$ cat src/rtl/i2s_pkg.sv
// Shared definitions for the PDM capture / I2S playback audio path.
package i2s_pkg;

  localparam int DEFAULT_DATA_WIDTH = 16;
  localparam int CLK_FREQ           = 44_000_000;
  localparam int SAMPLE_RATE        = 44_000;
  localparam int CLKS_PER_SAMPLE    = CLK_FREQ / SAMPLE_RATE;

  typedef enum logic [2:0] {
    ST_IDLE     = 3'd0,
    ST_RECORD   = 3'd1,
    ST_PREFETCH = 3'd2,
    ST_PLAY     = 3'd3,
    ST_DRAIN    = 3'd4
  } state_e;

endpackage

$ cat src/rtl/i2s_playback_ctrl_if.sv
// Sample-RAM port and I2S transmitter handshake driven by the playback controller.
interface i2s_playback_ctrl_if
  import i2s_pkg::*;
#(
  parameter int DATA_WIDTH = DEFAULT_DATA_WIDTH,
  parameter int ADDR_WIDTH = 14
);

  logic                  mem_we;
  logic [ADDR_WIDTH-1:0] mem_addr;
  logic [DATA_WIDTH-1:0] mem_wdata;
  logic [DATA_WIDTH-1:0] mem_rdata;
  logic                  i2s_start;
  logic [DATA_WIDTH-1:0] i2s_sample;
  logic                  inc_mem;

  modport master (
    output mem_we, mem_addr, mem_wdata, i2s_start, i2s_sample,
    input  mem_rdata, inc_mem
  );

  modport slave (
    input  mem_we, mem_addr, mem_wdata, i2s_start, i2s_sample,
    output mem_rdata, inc_mem
  );

endinterface

$ cat src/rtl/i2s_playback_ctrl.sv
// Record/playback scheduler: owns the single-port sample RAM, writes decimated PCM
// while recording and streams it back to the I2S transmitter while playing.
module i2s_playback_ctrl
  import i2s_pkg::*;
#(
  parameter int DATA_WIDTH = DEFAULT_DATA_WIDTH,
  parameter int ADDR_WIDTH = 14
) (
  input  logic                  clk,
  input  logic                  rst_n,
  input  logic                  rec_btn,
  input  logic                  play_btn,
  input  logic                  loop_en,
  input  logic                  pcm_valid,
  input  logic [DATA_WIDTH-1:0] pcm_data,
  i2s_playback_ctrl_if.master   bus,
  output logic [ADDR_WIDTH:0]   rec_len,
  output logic                  busy,
  output logic [2:0]            state_o
);

  localparam logic [ADDR_WIDTH:0]   LEN_ONE  = (ADDR_WIDTH+1)'(1);
  localparam logic [ADDR_WIDTH-1:0] ADDR_ONE = ADDR_WIDTH'(1);

  state_e                state_q, state_nxt;
  logic [ADDR_WIDTH:0]   wr_addr_q, wr_addr_nxt;
  logic [ADDR_WIDTH:0]   rec_len_q, rec_len_nxt;
  logic [ADDR_WIDTH-1:0] rd_addr_q, rd_addr_nxt;
  logic [ADDR_WIDTH-1:0] mem_addr_q, mem_addr_nxt;
  logic                  mem_we_q, mem_we_nxt;
  logic [DATA_WIDTH-1:0] mem_wdata_q, mem_wdata_nxt;
  logic                  i2s_start_q, i2s_start_nxt;
  logic [DATA_WIDTH-1:0] i2s_sample_q, i2s_sample_nxt;
  logic                  busy_q;
  logic                  ld_p1, ld_nxt;
  logic                  stop_p1, stop_nxt;
  logic                  last_sample;

  assign last_sample = ({1'b0, rd_addr_q} == (rec_len_q - LEN_ONE));

  always_ff @(posedge clk or negedge rst_n) begin
    if (!rst_n) begin
      state_q      <= ST_IDLE;
      wr_addr_q    <= '0;
      rec_len_q    <= '0;
      rd_addr_q    <= '0;
      mem_addr_q   <= '0;
      mem_we_q     <= 1'b0;
      mem_wdata_q  <= '0;
      i2s_start_q  <= 1'b0;
      i2s_sample_q <= '0;
      busy_q       <= 1'b0;
      ld_p1        <= 1'b0;
      stop_p1      <= 1'b0;
    end else begin
      state_q      <= state_nxt;
      wr_addr_q    <= wr_addr_nxt;
      rec_len_q    <= rec_len_nxt;
      rd_addr_q    <= rd_addr_nxt;
      mem_addr_q   <= mem_addr_nxt;
      mem_we_q     <= mem_we_nxt;
      mem_wdata_q  <= mem_wdata_nxt;
      i2s_start_q  <= i2s_start_nxt;
      i2s_sample_q <= i2s_sample_nxt;
      busy_q       <= (state_nxt != ST_IDLE);
      ld_p1        <= ld_nxt;
      stop_p1      <= stop_nxt;
    end
  end

  always_comb begin
    state_nxt      = state_q;
    wr_addr_nxt    = wr_addr_q;
    rec_len_nxt    = rec_len_q;
    rd_addr_nxt    = rd_addr_q;
    mem_addr_nxt   = mem_addr_q;
    mem_we_nxt     = 1'b0;
    mem_wdata_nxt  = mem_wdata_q;
    i2s_start_nxt  = i2s_start_q;
    i2s_sample_nxt = i2s_sample_q;
    ld_nxt         = 1'b0;
    stop_nxt       = 1'b0;

    case (state_q)
      ST_IDLE: begin
        i2s_start_nxt = 1'b0;
        if (rec_btn) begin
          state_nxt   = ST_RECORD;
          wr_addr_nxt = '0;
        end else if (play_btn && (rec_len_q != '0)) begin
          state_nxt    = ST_PREFETCH;
          rd_addr_nxt  = '0;
          mem_addr_nxt = '0;
          ld_nxt       = 1'b1;
        end
      end

      ST_RECORD: begin
        // A stop requested alongside a sample, or a filled RAM, closes out one
        // cycle after the final write so mem_we never overlaps IDLE.
        if (stop_p1 || wr_addr_q[ADDR_WIDTH]) begin
          state_nxt   = ST_IDLE;
          rec_len_nxt = wr_addr_q;
        end else begin
          if (pcm_valid) begin
            mem_we_nxt    = 1'b1;
            mem_addr_nxt  = wr_addr_q[ADDR_WIDTH-1:0];
            mem_wdata_nxt = pcm_data;
            wr_addr_nxt   = wr_addr_q + LEN_ONE;
          end
          if (rec_btn) begin
            if (pcm_valid) begin
              stop_nxt = 1'b1;
            end else begin
              state_nxt   = ST_IDLE;
              rec_len_nxt = wr_addr_q;
            end
          end
        end
      end

      ST_PREFETCH: begin
        if (rec_btn) begin
          state_nxt     = ST_IDLE;
          i2s_start_nxt = 1'b0;
        end else if (ld_p1) begin
          i2s_sample_nxt = bus.mem_rdata;
        end else begin
          state_nxt     = ST_PLAY;
          i2s_start_nxt = 1'b1;
        end
      end

      ST_PLAY: begin
        if (rec_btn) begin
          state_nxt     = ST_IDLE;
          i2s_start_nxt = 1'b0;
        end else begin
          // ---- stage p1: read data for the address issued last cycle ----
          if (ld_p1) begin
            i2s_sample_nxt = bus.mem_rdata;
          end
          // ---- stage p0: issue next read address on sample consumed ----
          if (bus.inc_mem) begin
            if (!last_sample) begin
              rd_addr_nxt  = rd_addr_q + ADDR_ONE;
              mem_addr_nxt = rd_addr_q + ADDR_ONE;
              ld_nxt       = 1'b1;
            end else if (loop_en) begin
              rd_addr_nxt  = '0;
              mem_addr_nxt = '0;
              ld_nxt       = 1'b1;
            end else begin
              state_nxt = ST_DRAIN;
            end
          end
        end
      end

      ST_DRAIN: begin
        if (rec_btn || bus.inc_mem) begin
          state_nxt     = ST_IDLE;
          i2s_start_nxt = 1'b0;
        end
      end

      default: begin
        state_nxt     = ST_IDLE;
        i2s_start_nxt = 1'b0;
      end
    endcase
  end

  assign bus.mem_we     = mem_we_q;
  assign bus.mem_addr   = mem_addr_q;
  assign bus.mem_wdata  = mem_wdata_q;
  assign bus.i2s_start  = i2s_start_q;
  assign bus.i2s_sample = i2s_sample_q;
  assign rec_len        = rec_len_q;
  assign busy           = busy_q;
  assign state_o        = state_q;

endmodule

$ cat src/flat_wrapper.sv
// flat-port wrapper written by rule: the top's interface ports become plain ports
module i2s_playback_ctrl_flat import i2s_pkg::*;
#(
  parameter int DATA_WIDTH = DEFAULT_DATA_WIDTH,
  parameter int ADDR_WIDTH = 14
)
  (clk, rst_n, rec_btn, play_btn, loop_en, pcm_valid, pcm_data, rec_len, busy, state_o, bus_mem_we, bus_mem_addr, bus_mem_wdata, bus_i2s_start, bus_i2s_sample, bus_mem_rdata, bus_inc_mem);
  i2s_playback_ctrl_if #(.DATA_WIDTH(DATA_WIDTH), .ADDR_WIDTH(ADDR_WIDTH)) bus_i ();
  input  logic clk;
  input  logic rst_n;
  input  logic rec_btn;
  input  logic play_btn;
  input  logic loop_en;
  input  logic pcm_valid;
  input  logic [DATA_WIDTH-1:0] pcm_data;
  output logic [ADDR_WIDTH:0] rec_len;
  output logic busy;
  output logic [2:0] state_o;
  output wire logic [$bits(bus_i.mem_we)-1:0] bus_mem_we;
  output wire logic [$bits(bus_i.mem_addr)-1:0] bus_mem_addr;
  output wire logic [$bits(bus_i.mem_wdata)-1:0] bus_mem_wdata;
  output wire logic [$bits(bus_i.i2s_start)-1:0] bus_i2s_start;
  output wire logic [$bits(bus_i.i2s_sample)-1:0] bus_i2s_sample;
  input wire logic [$bits(bus_i.mem_rdata)-1:0] bus_mem_rdata;
  input wire logic [$bits(bus_i.inc_mem)-1:0] bus_inc_mem;
  assign bus_mem_we = bus_i.mem_we;
  assign bus_mem_addr = bus_i.mem_addr;
  assign bus_mem_wdata = bus_i.mem_wdata;
  assign bus_i2s_start = bus_i.i2s_start;
  assign bus_i2s_sample = bus_i.i2s_sample;
  assign bus_i.mem_rdata = bus_mem_rdata;
  assign bus_i.inc_mem = bus_inc_mem;
  i2s_playback_ctrl #(.DATA_WIDTH(DATA_WIDTH), .ADDR_WIDTH(ADDR_WIDTH)) u_core (.clk(clk), .rst_n(rst_n), .rec_btn(rec_btn), .play_btn(play_btn), .loop_en(loop_en), .pcm_valid(pcm_valid), .pcm_data(pcm_data), .bus(bus_i), .rec_len(rec_len), .busy(busy), .state_o(state_o));
endmodule
$ cat config.mk
export PLATFORM = sky130hd
export DESIGN_NAME = i2s_playback_ctrl_flat
export DESIGN_NICKNAME = d
export VERILOG_FILES = /design/src/rtl/i2s_pkg.sv /design/src/rtl/i2s_playback_ctrl_if.sv /design/src/rtl/i2s_playback_ctrl.sv /design/src/flat_wrapper.sv
export SDC_FILE = /design/constraint.sdc
export NUM_CORES = 1
export LEC_CHECK = 0
export CORE_MARGIN = 3
export CORE_UTILIZATION = 53
export CTS_BUF_LIST = sky130_fd_sc_hd__clkbuf_8
export CTS_CLUSTER_SIZE = 12
export DETAILED_ROUTE_END_ITERATION = 16
export GPL_ROUTABILITY_DRIVEN = 0
export HOLD_SLACK_MARGIN = 0.08
export PLACE_DENSITY = 0.82
export REMOVE_ABC_BUFFERS = 1
export SLEW_MARGIN = 0
export SYNTH_ARGS = -nofsm -noshare
export SYNTH_HDL_FRONTEND = slang
export SYNTH_SLANG_ARGS = --single-unit
export TNS_END_PERCENT = 100
$ cat constraint.sdc
create_clock -name clk -period 3.77 [get_ports clk]
set_clock_uncertainty 0.1 [all_clocks]
set_input_delay 0.377 -clock clk [delete_from_list [all_inputs] [get_ports clk]]
set_output_delay 0.377 -clock clk [all_outputs]
set_load 0.1 [all_outputs]
After elaboration in Yosys (flattened, before gate mapping) --
Cells that the tools add are included.
Storage, ports and cells: output and inout port bits 67, input bits 39, register bits 98, logic and storage cells 101
Cells by class: add/subtract/negate cells 3, equality and inequality tests 17, reductions and logical operators 18, mux-type cells 48, bitwise gates (word level) 3
Operator list (number):
- 2-to-1 mux 14 bit | 8
- 2-to-1 mux 15 bit | 6
- case mux 14 bit (3 select lines) | 1
- 2-to-1 mux 3 bit | 12
- case mux 15 bit (2 select lines) | 1
- case mux 14 bit (2 select lines) | 1
- 2-to-1 mux 1 bit | 16
- adder 15 x 1 -> 15 bit (second input constant) | 1
- equality test 14 x 15 -> 1 bit | 1
- case mux 3 bit (5 select lines) | 1
- nonzero test 15 bit | 1
- subtractor 15 x 1 -> 15 bit (second input constant) | 1
- adder 14 x 1 -> 14 bit (second input constant) | 1
- != test 2 bit (second input constant) | 7
- AND reduction 3 bit | 3
- AND reduction 4 bit | 2
- AND reduction 8 bit | 1
- equality test 3 x 2 -> 1 bit (second input constant) | 2
- != test 2 x 1 -> 1 bit (second input constant) | 3
- != test 3 bit (second input constant) | 2
- AND reduction 6 bit | 1
- nonzero test 2 bit | 3
- nonzero test 3 bit | 2
- case mux 1 bit (4 select lines) | 1
- 8 further kinds | 11

Logic depth before layout (Yosys ltp) --
Gate-level depths: netlist of run 1.
depth in word-level cells 7, mapped depth 11, gate-level depth less buffers 11

Least setup slack after synthesis of run 1 --
No wires, ideal clock.
kind register to register, from reg u_core.rec_len_q[3] (netlist: u_core.rec_len[3]), to reg u_core.mem_addr_q[11] (netlist: u_core.bus.mem_addr[11]), required time 3.545 ns, setup slack -0.129 ns, data arrival time 3.674 ns, stages on the path, launching flop included 12, library setup time 0.125 ns, path buffers 3, cells stage by stage dfrtp_1 buf_6 or3_1 buf_2 or4_1 a211oi_1 and3b_1 a2111oi_4 or3b_1 nand3_2 buf_8 mux2_4
On the way: word-level cells in the longest chain between the ends 6, elaborated cells between the ends (all ways) 11, classes of those cells add/sub (1); eq/ne (3); mux (4); reduce/logical (3)
RTL lines:
- from (decl) | line i2s_playback_ctrl.sv:27 | logic [ADDR_WIDTH:0] rec_len_q, rec_len_nxt;
- from (signal assigned) | line i2s_playback_ctrl.sv:58 | rec_len_q <= rec_len_nxt;
- subtractor 15 x 1 -> 15 bit | line i2s_playback_ctrl.sv:39 | assign last_sample = ({1'b0, rd_addr_q} == (rec_len_q - LEN_ONE));
- equality test 14 x 15 -> 1 bit | line i2s_playback_ctrl.sv:39
- 2-to-1 mux 14 bit | line i2s_playback_ctrl.sv:145 | if (!last_sample) begin
- 2-to-1 mux 14 bit | line i2s_playback_ctrl.sv:144 | if (bus.inc_mem) begin
- 2-to-1 mux 14 bit | line i2s_playback_ctrl.sv:135 | if (rec_btn) begin
- case mux 14 bit (3 select lines) | line i2s_playback_ctrl.sv:84 | case (state_q)
- to (signal assigned) | line i2s_playback_ctrl.sv:60 | mem_addr_q <= mem_addr_nxt;
- to (decl) | line i2s_playback_ctrl.sv:29 | logic [ADDR_WIDTH-1:0] mem_addr_q, mem_addr_nxt;
Parallel ways exist; a longest one is shown, timed or not. The select of a mux whose other input is x is not followed. A chain may end at the register's enable or synchronous reset.

Final worst setup path of run 1 --
from reg u_core.rec_len_q[0] (netlist: u_core.rec_len[0]), to reg u_core.mem_addr_q[5] (netlist: u_core.bus.mem_addr[5])
The elaborated chain is that of the path after synthesis.

==> results.json, run 1 <==
{
  "synth_flop_cell": "dfrtp_1",
  "h-tree-depth": 3,
  "postSynthCellCount": 518,
  "cp_max_fo": 14,
  "fillerInstances": 682,
  "max_cap_violations": 0,
  "clock_path_buffers": 2,
  "worstMarginPinSlew_ns": 1.01,
  "hold_violations": 0,
  "timing.fmax_ghz": 0.278,
  "whs_ns": 0.383,
  "crit_family": "simple AND/OR/NAND/NOR gates",
  "grt_pass1_wl_mm": 22.7,
  "cpPeakStageDelay_ns": 0.47,
  "via_count": 4434,
  "yosys_register_bits": 98,
  "fin_crit_ns": 3.59,
  "yosysSeqAreaShare": 0.484,
  "grt_max_degree": 35,
  "grtUsageTotal": 0.257,
  "cts_tree": "yes",
  "critPathKind": "flop to flop",
  "drt-initial-drc-count": 288,
  "syn-cell-area_sq_mm": 0.00507,
  "post-route-period-util": 0.954,
  "antenna_cells": 0,
  "die_area_sq_mm": 0.0108,
  "viasPerCell": 5.90,
  "synth.distinct_cells": 59,
  "clockRootBuffer": "clkbuf_8",
  "cp_num_buf_inv": 1,
  "worst_path_max_delay_cell": "a2111oi_4",
  "insertion_delay_ns": 0.36,
  "num-nets-final": 659,
  "drt-wirelength-per-cell_microns": 17.8,
  "hpwlAfterDp_mm": 9.82,
  "finalWorstSetupSlack_ns": 0.175,
  "holdCritPathClass": "flop to flop",
  "cts_made_buffers": 9,
  "grt_pass1_vias": 4405,
  "vdd_drop_max_uv": 453,
  "drtAntennaViolNets": 0,
  "required_ns": 3.92,
  "io_buffer_count": 105,
  "synth.area.top_cells": "dfrtp_1, mux2_2, nand2_1",
  "cts_sinks": 98,
  "yosys.area.top_type": "dfrtp_1",
  "synthTopCellsByCount": "dfrtp_1, nand2_1, mux2_2, o21ai_0",
  "p_per_area_mw_per_mm2": 858,
  "placed_area_sq_mm": 0.00624,
  "maxSlewViolCount": 0,
  "io_pins": 106,
  "critPathCaptureType": "flop",
  "critical_path_arrival_ns": 3.74,
  "timing.slew.headroom": 0.323,
  "start_util": 0.546,
  "async_flop_share": 1.00,
  "num_rows": 35,
  "synthDominantCellAreaShare": 0.484,
  "power.leakage_nw": 2.86,
  "postSynthAreaPerCell_sq_um": 9.78,
  "yosysWarnings": 0,
  "die_w_microns": 104,
  "synth_edf_count": 0,
  "clk_pin_slew_ns": 0.10,
  "grt_antenna_before_repair": 0,
  "drtPass1Iterations": 5,
  "status": "finished, final reports clean",
  "core_sq_mm": 0.00928,
  "finalSetupViolCount": 0,
  "die_y_microns": 104,
  "grt_overflow": 0,
  "rsz0062_at_grt": "false",
  "drt-total-wl_mm": 13.4,
  "crit_path_cell_trace": "inv_1 > ha_1 > nor2b_1 > nand2_1 > nor4_1 > o21ai_0 > a2111oi_4 > or3b_1 > nand3_4 > mux2_2",
  "power_mw": 5.57,
  "dp_slack_ns": 0.127,
  "drc": 0,
  "cp-start-kind": "flop",
  "final_cell_area_sq_mm": 0.00649,
  "areaGrowthSynthToFinish_pct": 28.2,
  "drive_gt1_frac": 0.122
}
-- sequential cells by signal (all words and copies together) (netlist names) --
name and count:
u_core.bus.mem_we 1, u_core.rec_len 15, u_core.bus.mem_wdata 16, u_core.bus.i2s_start 1, u_core.bus.i2s_sample 16, u_core.bus.mem_addr 14, u_core.wr_addr_q 15, u_core.rd_addr_q 14
u_core.ld_p1 1, u_core.busy 1, u_core.state_o 3, u_core.stop_p1 1
-- cell families (layout without fill, tap and decap cells) --
logic type | after synthesis | count (layout) | share of synthesized area
multiplexers | 41 | 41 | 0.0951
adder cells (fa/ha/maj) | 3 | 3 | 0.00741
AND/OR/NAND/NOR | 203 | 203 | 0.191
XOR/XNOR | 26 | 26 | 0.0449
flip-flops | 98 | 98 | 0.484
buffers and inverters | 46 | 150 | 0.0390
AO/OA/AOI/OAI | 101 | 101 | 0.138
-- layout make-up --
| class | count | area (sq um) | share of cell area |
|---|---|---|---|
| Clock buffer | 10 | 138 | 0.0212 |
| Clock inverter | 6 | 88.8 | 0.0137 |
| Inverter | 13 | 48.8 | 0.00751 |
| Multi-Input combinational cell | 374 | 2430 | 0.375 |
| Sequential cell | 98 | 2450 | 0.378 |
| Tap cell | 129 | 161 | 0.0249 |
| Timing Repair Buffer | 121 | 1170 | 0.180 |
-- layer usage --
| metal | global-route usage | wire (microns) |
|---|---|---|
| met4 | 0.0988 | 471 |
| met3 | 0.0536 | 767 |
| met1 | 0.342 | 5510 |
| met5 | 0 | 0 |
| met2 | 0.415 | 6610 |
-- path summary, 6_finish.rpt --
| kind | from | endpoint | depth (start not counted) | slack, ns |
|---|---|---|---|---|
| setup / recovery | u_core.rec_len[0]$_DFFE_PN0P_ | u_core.bus.mem_addr[5]$_DFFE_PN0P_ | 10 | 0.18 |
| hold / removal | u_core.bus.mem_wdata[12]$_DFFE_PN0P_ | u_core.bus.mem_wdata[12]$_DFFE_PN0P_ | 2 | 0.38 |
| setup reg to reg | u_core.rec_len[0]$_DFFE_PN0P_ | u_core.bus.mem_addr[5]$_DFFE_PN0P_ | 10 | 0.18 |
| hold reg to reg | u_core.bus.mem_wdata[12]$_DFFE_PN0P_ | u_core.bus.mem_wdata[12]$_DFFE_PN0P_ | 2 | 0.38 |
| max in group asynchronous | rst_n | u_core.rec_len[2]$_DFFE_PN0P_ | 3 | 2.33 |
| min in group asynchronous | rst_n | u_core.bus.i2s_sample[10]$_DFFE_PN0P_ | 2 | 0.41 |
-- tightest hold or removal path, stage by stage (launching register included) --
cell	delay, ns
dfrtp_1	0.35
nand2_1	0.05
nand2_1	0.06
-- report_power, final --
group | switching, mW | internal (mW) | leakage [nW]
logic | 2.38 | 0.881 | 1.43
clock network | 0.373 | 0.393 | 0.114
registers | 0.236 | 1.31 | 1.32
-- what timing repair did --
| item | CTS | global route |
|---|---|---|
| hold buffers | 1 | 0 |
| hold endpoints to repair | 32 | 0 |
| buffers inserted | 0 | 0 |
| setup endpoints to repair | 0 | 10 |
| resized for setup | 0 | 2 |
-- layout by cell type, fill, tap and decap left out, drive strengths merged, types with 4 or more instances in the layout --
master,instances
buf,16
a22o,4
nand3,16
a21oi,8
nand2b,8
mux2,39
o211ai,4
nand2,98
clkdlybuf4s50,104
o31ai,11
dfrtp,98
a31oi,6
o21ai,37
a2bb2oi,6
nand4,8
clkbuf,10
nor2,25
inv,15
xnor2,12
and3,4
a211oi,4
or3,10
xor2,14
nor3,9
-- through the flow --
step	instances	TNS (ns)	utilization
finish	751	0	0.700
CTS	751	0	0.698
floorplan	485	-2.60	-
detailed placement	734	0	0.673
global placement	734	0	0.673
global route	751	0	0.700
(Power assumes the default switching activity.)
==> run 2: changes to the inputs <==
Settings changed: CORE_UTILIZATION 53 to 50, PLACE_DENSITY 0.82 to 0.78.
==> results.json, run 2 (synthesized netlist as in run 1, its figures left out) <==
{
  "maxSlewViolCount": 0,
  "drt-initial-drc-count": 239,
  "rsz0062_at_grt": "false",
  "crit_family": "simple AND/OR/NAND/NOR gates",
  "num-nets-final": 659,
  "start_util": 0.516,
  "grt_antenna_before_repair": 0,
  "insertion_delay_ns": 0.38,
  "crit_path_start": "u_core.rec_len[1]$_DFFE_PN0P_",
  "fillerInstances": 801,
  "timing.slew.headroom": 0.303,
  "clockRootBuffer": "clkbuf_8",
  "crit_path_cell_trace": "or3_1 > or4_1 > a2111oi_2 > nand3_1 > a2111oi_4 > or3b_1 > nand3_2 > mux2_2",
  "hold_violations": 0,
  "die_w_microns": 107,
  "regArea_sq_mm": 0.00245,
  "required_ns": 3.93,
  "cp-endpoint": "u_core.bus.mem_addr[3]$_DFFE_PN0P_",
  "h-tree-depth": 3,
  "fin_crit_ns": 3.59,
  "grt_pass1_wl_mm": 22.0,
  "grtUsageTotal": 0.244,
  "clk_pin_slew_ns": 0.10,
  "critPathCaptureType": "flop",
  "areaGrowthSynthToFinish_pct": 27.5,
  "status": "finished, final reports clean",
  "drtPass1Iterations": 5,
  "drive_gt1_frac": 0.122,
  "finalSetupViolCount": 0,
  "whs_ns": 0.0698,
  "worst_path_max_delay_cell": "a2111oi_2",
  "p_per_area_mw_per_mm2": 848,
  "cts_setup_buffers": 0,
  "rr_startpoint": "u_core.rec_len[1]$_DFFE_PN0P_",
  "antenna_cells": 0,
  "drtAntennaViolNets": 0,
  "num_rows": 36,
  "viasPerCell": 5.72,
  "worst-path-stages": 8,
  "clock_path_buffers": 2,
  "rr_endpoint": "u_core.bus.mem_addr[3]$_DFFE_PN0P_",
  "critPathKind": "flop to flop",
  "cts_made_buffers": 9,
  "core_sq_mm": 0.00982,
  "fin_tns_setup_ns": 0,
  "fin_cells": 755,
  "most-common-layout-cells": "clkdlybuf4s50_1, nand2_1, dfrtp_1",
  "critical_path_arrival_ns": 3.75,
  "die_y_microns": 107,
  "holdCritPathClass": "input port to asynchronous set/reset pin",
  "cp_num_buf_inv": 0,
  "die_area_sq_mm": 0.0114,
  "grt_overflow": 0,
  "cts_tree": "yes",
  "drt-total-wl_mm": 13.5,
  "drt-wirelength-per-cell_microns": 17.9,
  "drc": 0,
  "layout_commonest_cell": "clkdlybuf4s50_1",
  "cp_max_fo": 14,
  "cp-start-kind": "flop",
  "grt_max_degree": 84,
  "grt_pass1_vias": 4296,
  "dp_cells": 739,
  "power.leakage_nw": 2.85,
  "cts_sinks": 98,
  "io_pins": 106,
  "rrSetupSlack_ns": 0.18,
  "io_buffer_count": 105,
  "hpwlAfterDp_mm": 9.87,
  "post-route-period-util": 0.953,
  "power_mw": 5.48,
  "vdd_drop_max_uv": 531,
  "via_count": 4318,
  "reg2reg_depth": 8,
  "multi_input_area_sq_mm": 0.00243,
  "cpPeakStageDelay_ns": 0.51,
  "max_cap_violations": 0,
  "timing.fmax_ghz": 0.278,
  "worstMarginPinSlew_ns": 1.05
}
run 2: cell count changes in the layout (fill, tap and decap cells not counted):
cell and change:
buf_4 +1, bufinv_16 -1, clkbuf_8 -1, clkinv_4 +1
dlygate4sd3_1 -1, inv_1 +1, nand3_2 +1, nand3_4 -1
run 2: how the worst min path moves through the flow:
stage,startpoint,depth (start not counted),end
finish,rst_n,1,u_core.bus.i2s_sample[7]$_DFFE_PN0P_
global route,rst_n,1,u_core.bus.i2s_sample[7]$_DFFE_PN0P_
detailed placement,u_core.bus.mem_wdata[3]$_DFFE_PN0P_,2,u_core.bus.mem_wdata[3]$_DFFE_PN0P_
floorplan,rst_n,0,u_core.bus.i2s_sample[0]$_DFFE_PN0P_
global placement,u_core.bus.mem_wdata[9]$_DFFE_PN0P_,2,u_core.bus.mem_wdata[9]$_DFFE_PN0P_
CTS,rst_n,1,u_core.bus.mem_wdata[7]$_DFFE_PN0P_
run 2: report_power, final:
group | switching [mW] | internal [mW] | leakage (nW)
sequential | 0.241 | 1.31 | 1.32
combinational | 2.36 | 0.880 | 1.43
clock | 0.383 | 0.307 | 0.102
run 2: final cells by class:
class,count,share of cell area
Multi-Input combinational cell,374,0.376
Clock buffer,9,0.0192
Timing Repair Buffer,121,0.181
Tap cell,133,0.0258
Sequential cell,98,0.380
Inverter,13,0.00756
Clock inverter,7,0.0110
run 2: metrics by stage:
| step | setup slack (ns) | area (sq um) | util |
|---|---|---|---|
| final | 0.177 | 6460 | 0.658 |
| after CTS | 0.0806 | 6450 | 0.657 |
| after global routing | 0.0115 | 6460 | 0.658 |
| after floorplan | -0.260 | 4920 | - |
| after detailed placement | 0.133 | 6260 | 0.637 |
| after global placement | 0.292 | 6260 | 0.637 |
run 2: per-layer routing:
layer  global-route usage  part of all wire  routed length, microns  up-vias
met4               0.0950             0.023                     317        0
met3               0.0397             0.056                     752       20
met1                0.315              0.41                    5530     2134
met5                    0                 0                       0        -
met2                0.411              0.51                    6900      139
li1                     -                 -                       -     2025
run 2: repair_timing:
action                                  CTS  global route
hold endpoints to repair                  0             0
resized for setup                         0             1
hold buffers                              0             0
endpoints found under the setup margin    0            10
==> run 3: changes to the inputs <==
Settings changed: MAX_ROUTING_LAYER from default to met4.
==> results.json, run 3 (synthesized netlist as in run 1, its figures left out) <==
{
  "status": "finished, final reports clean",
  "fin_tns_setup_ns": 0,
  "grtUsageMet1": 0.315,
  "areaGrowthSynthToFinish_pct": 27.5,
  "post-route-period-util": 0.952,
  "drt-initial-drc-count": 290,
  "worstMarginPinSlew_ns": 1.04,
  "layout_commonest_cell": "clkdlybuf4s50_1",
  "start_util": 0.516,
  "via_count": 4327,
  "postCtsHoldBufs": 0,
  "io_buffer_count": 105,
  "holdCritPathClass": "input port to asynchronous set/reset pin",
  "core_sq_mm": 0.00982,
  "critical_path_arrival_ns": 3.75,
  "num_rows": 36,
  "drt-total-wl_mm": 13.5,
  "cp-start-kind": "flop",
  "power_mw": 5.48,
  "drtAntennaViolNets": 0,
  "maxSlewViolCount": 0,
  "clk_pin_slew_ns": 0.10,
  "io_pins": 106,
  "cts_tree": "yes",
  "grtUsageTotal": 0.250,
  "hpwlAfterDp_mm": 9.87,
  "vdd_drop_max_uv": 531,
  "clockRootBuffer": "clkbuf_8",
  "cts_made_buffers": 9,
  "die_y_microns": 107,
  "grt_use_met2": 0.411,
  "busiest_layer": "met2",
  "post-route-util": 0.658,
  "power.leakage_nw": 2.85,
  "h-tree-depth": 3,
  "fin_crit_ns": 3.59,
  "met3_usage": 0.0385,
  "die_w_microns": 107,
  "critPathKind": "flop to flop",
  "most-common-layout-cells": "clkdlybuf4s50_1, nand2_1, dfrtp_1",
  "drtPass1Iterations": 5,
  "timing.slew.headroom": 0.303,
  "drt-wirelength-per-cell_microns": 17.9,
  "grt_pass1_wl_mm": 22.0,
  "antenna_cells": 0,
  "dp_slack_ns": 0.133,
  "clock_path_buffers": 2,
  "grt_max_degree": 84,
  "cp_max_fo": 14,
  "required_ns": 3.93,
  "cts_sinks": 98,
  "die_area_sq_mm": 0.0114,
  "grt_antenna_before_repair": 0,
  "num-nets-final": 659,
  "finalSetupViolCount": 0,
  "grt_pass1_vias": 4293,
  "viasPerCell": 5.73,
  "insertion_delay_ns": 0.38,
  "fillerInstances": 801,
  "grt_overflow": 0,
  "p_per_area_mw_per_mm2": 848,
  "rsz0062_at_grt": "false",
  "critPathCaptureType": "flop",
  "timing.fmax_ghz": 0.279,
  "rrSetupSlack_ns": 0.18,
  "finalWorstSetupSlack_ns": 0.181,
  "max_cap_violations": 0,
  "drive_gt1_frac": 0.122,
  "hold_violations": 0,
  "drc": 0
}
==> run 3: cell counts in the layout (fill, tap and decap cells not counted) <==
Identical to the previous run, type by type.
==> run 3: timing repair <==
| item | CTS | global route |
|---|---|---|
| setup endpoints to repair | 0 | 10 |
| buffers inserted | 0 | 0 |
| gates resized for setup | 0 | 1 |
==> run 3: cell type report <==
type | count | area, sq um | share of cell area
multi-input cells | 374 | 2430 | 0.376
clock buffers | 9 | 124 | 0.0192
clock inverters | 7 | 71.3 | 0.0110
flip-flops and latches | 98 | 2450 | 0.380
repair buffers | 121 | 1170 | 0.181
well taps | 133 | 166 | 0.0258
inverters | 13 | 48.8 | 0.00756
==> run 3: critical path: stages, from the launching register on <==
cell       delay, ns
dfrtp_1         0.41
or3_1           0.38
or4_1           0.49
a2111oi_2       0.50
nand3_1         0.19
a2111oi_4       0.25
or3b_1          0.40
nand3_2         0.36
mux2_2          0.39
==> run 3: per-stage QoR <==
| step | hold slack, ns | area, sq um | cells |
|---|---|---|---|
| 2_1_floorplan | -0.0186 | 4920 | 485 |
| 3_3_place_gp | 0.358 | 6260 | 739 |
| 3_5_place_dp | 0.361 | 6260 | 739 |
| 4_1_cts | 0.116 | 6450 | 755 |
| 5_1_grt | 0.164 | 6460 | 755 |
| 6_report | 0.0755 | 6460 | 755 |
==> run 3: worst paths after layout <==
path,startpoint,to,depth (start not counted)
max in group asynchronous,rst_n,u_core.wr_addr_q[2]$_DFFE_PN0P_,2
max reg2reg,u_core.rec_len[1]$_DFFE_PN0P_,u_core.bus.mem_addr[3]$_DFFE_PN0P_,8
max,u_core.rec_len[1]$_DFFE_PN0P_,u_core.bus.mem_addr[3]$_DFFE_PN0P_,8
min in group clk,u_core.bus.mem_wdata[3]$_DFFE_PN0P_,u_core.bus.mem_wdata[3]$_DFFE_PN0P_,2
min,rst_n,u_core.bus.i2s_sample[7]$_DFFE_PN0P_,1
min reg2reg,u_core.bus.mem_wdata[3]$_DFFE_PN0P_,u_core.bus.mem_wdata[3]$_DFFE_PN0P_,2
==> run 3: per-layer routing <==
metal | vias to the layer above | wire, microns
li1 | 2026 | -
met1 | 2128 | 5460
met2 | 150 | 6880
met3 | 23 | 826
met4 | 0 | 307
met5 | - | 0
==> run 3: power by group <==
group | switching (mW) | internal (mW)
sequential | 0.241 | 1.31
clock | 0.382 | 0.307
combinational | 2.36 | 0.880
total | 2.98 | 2.50
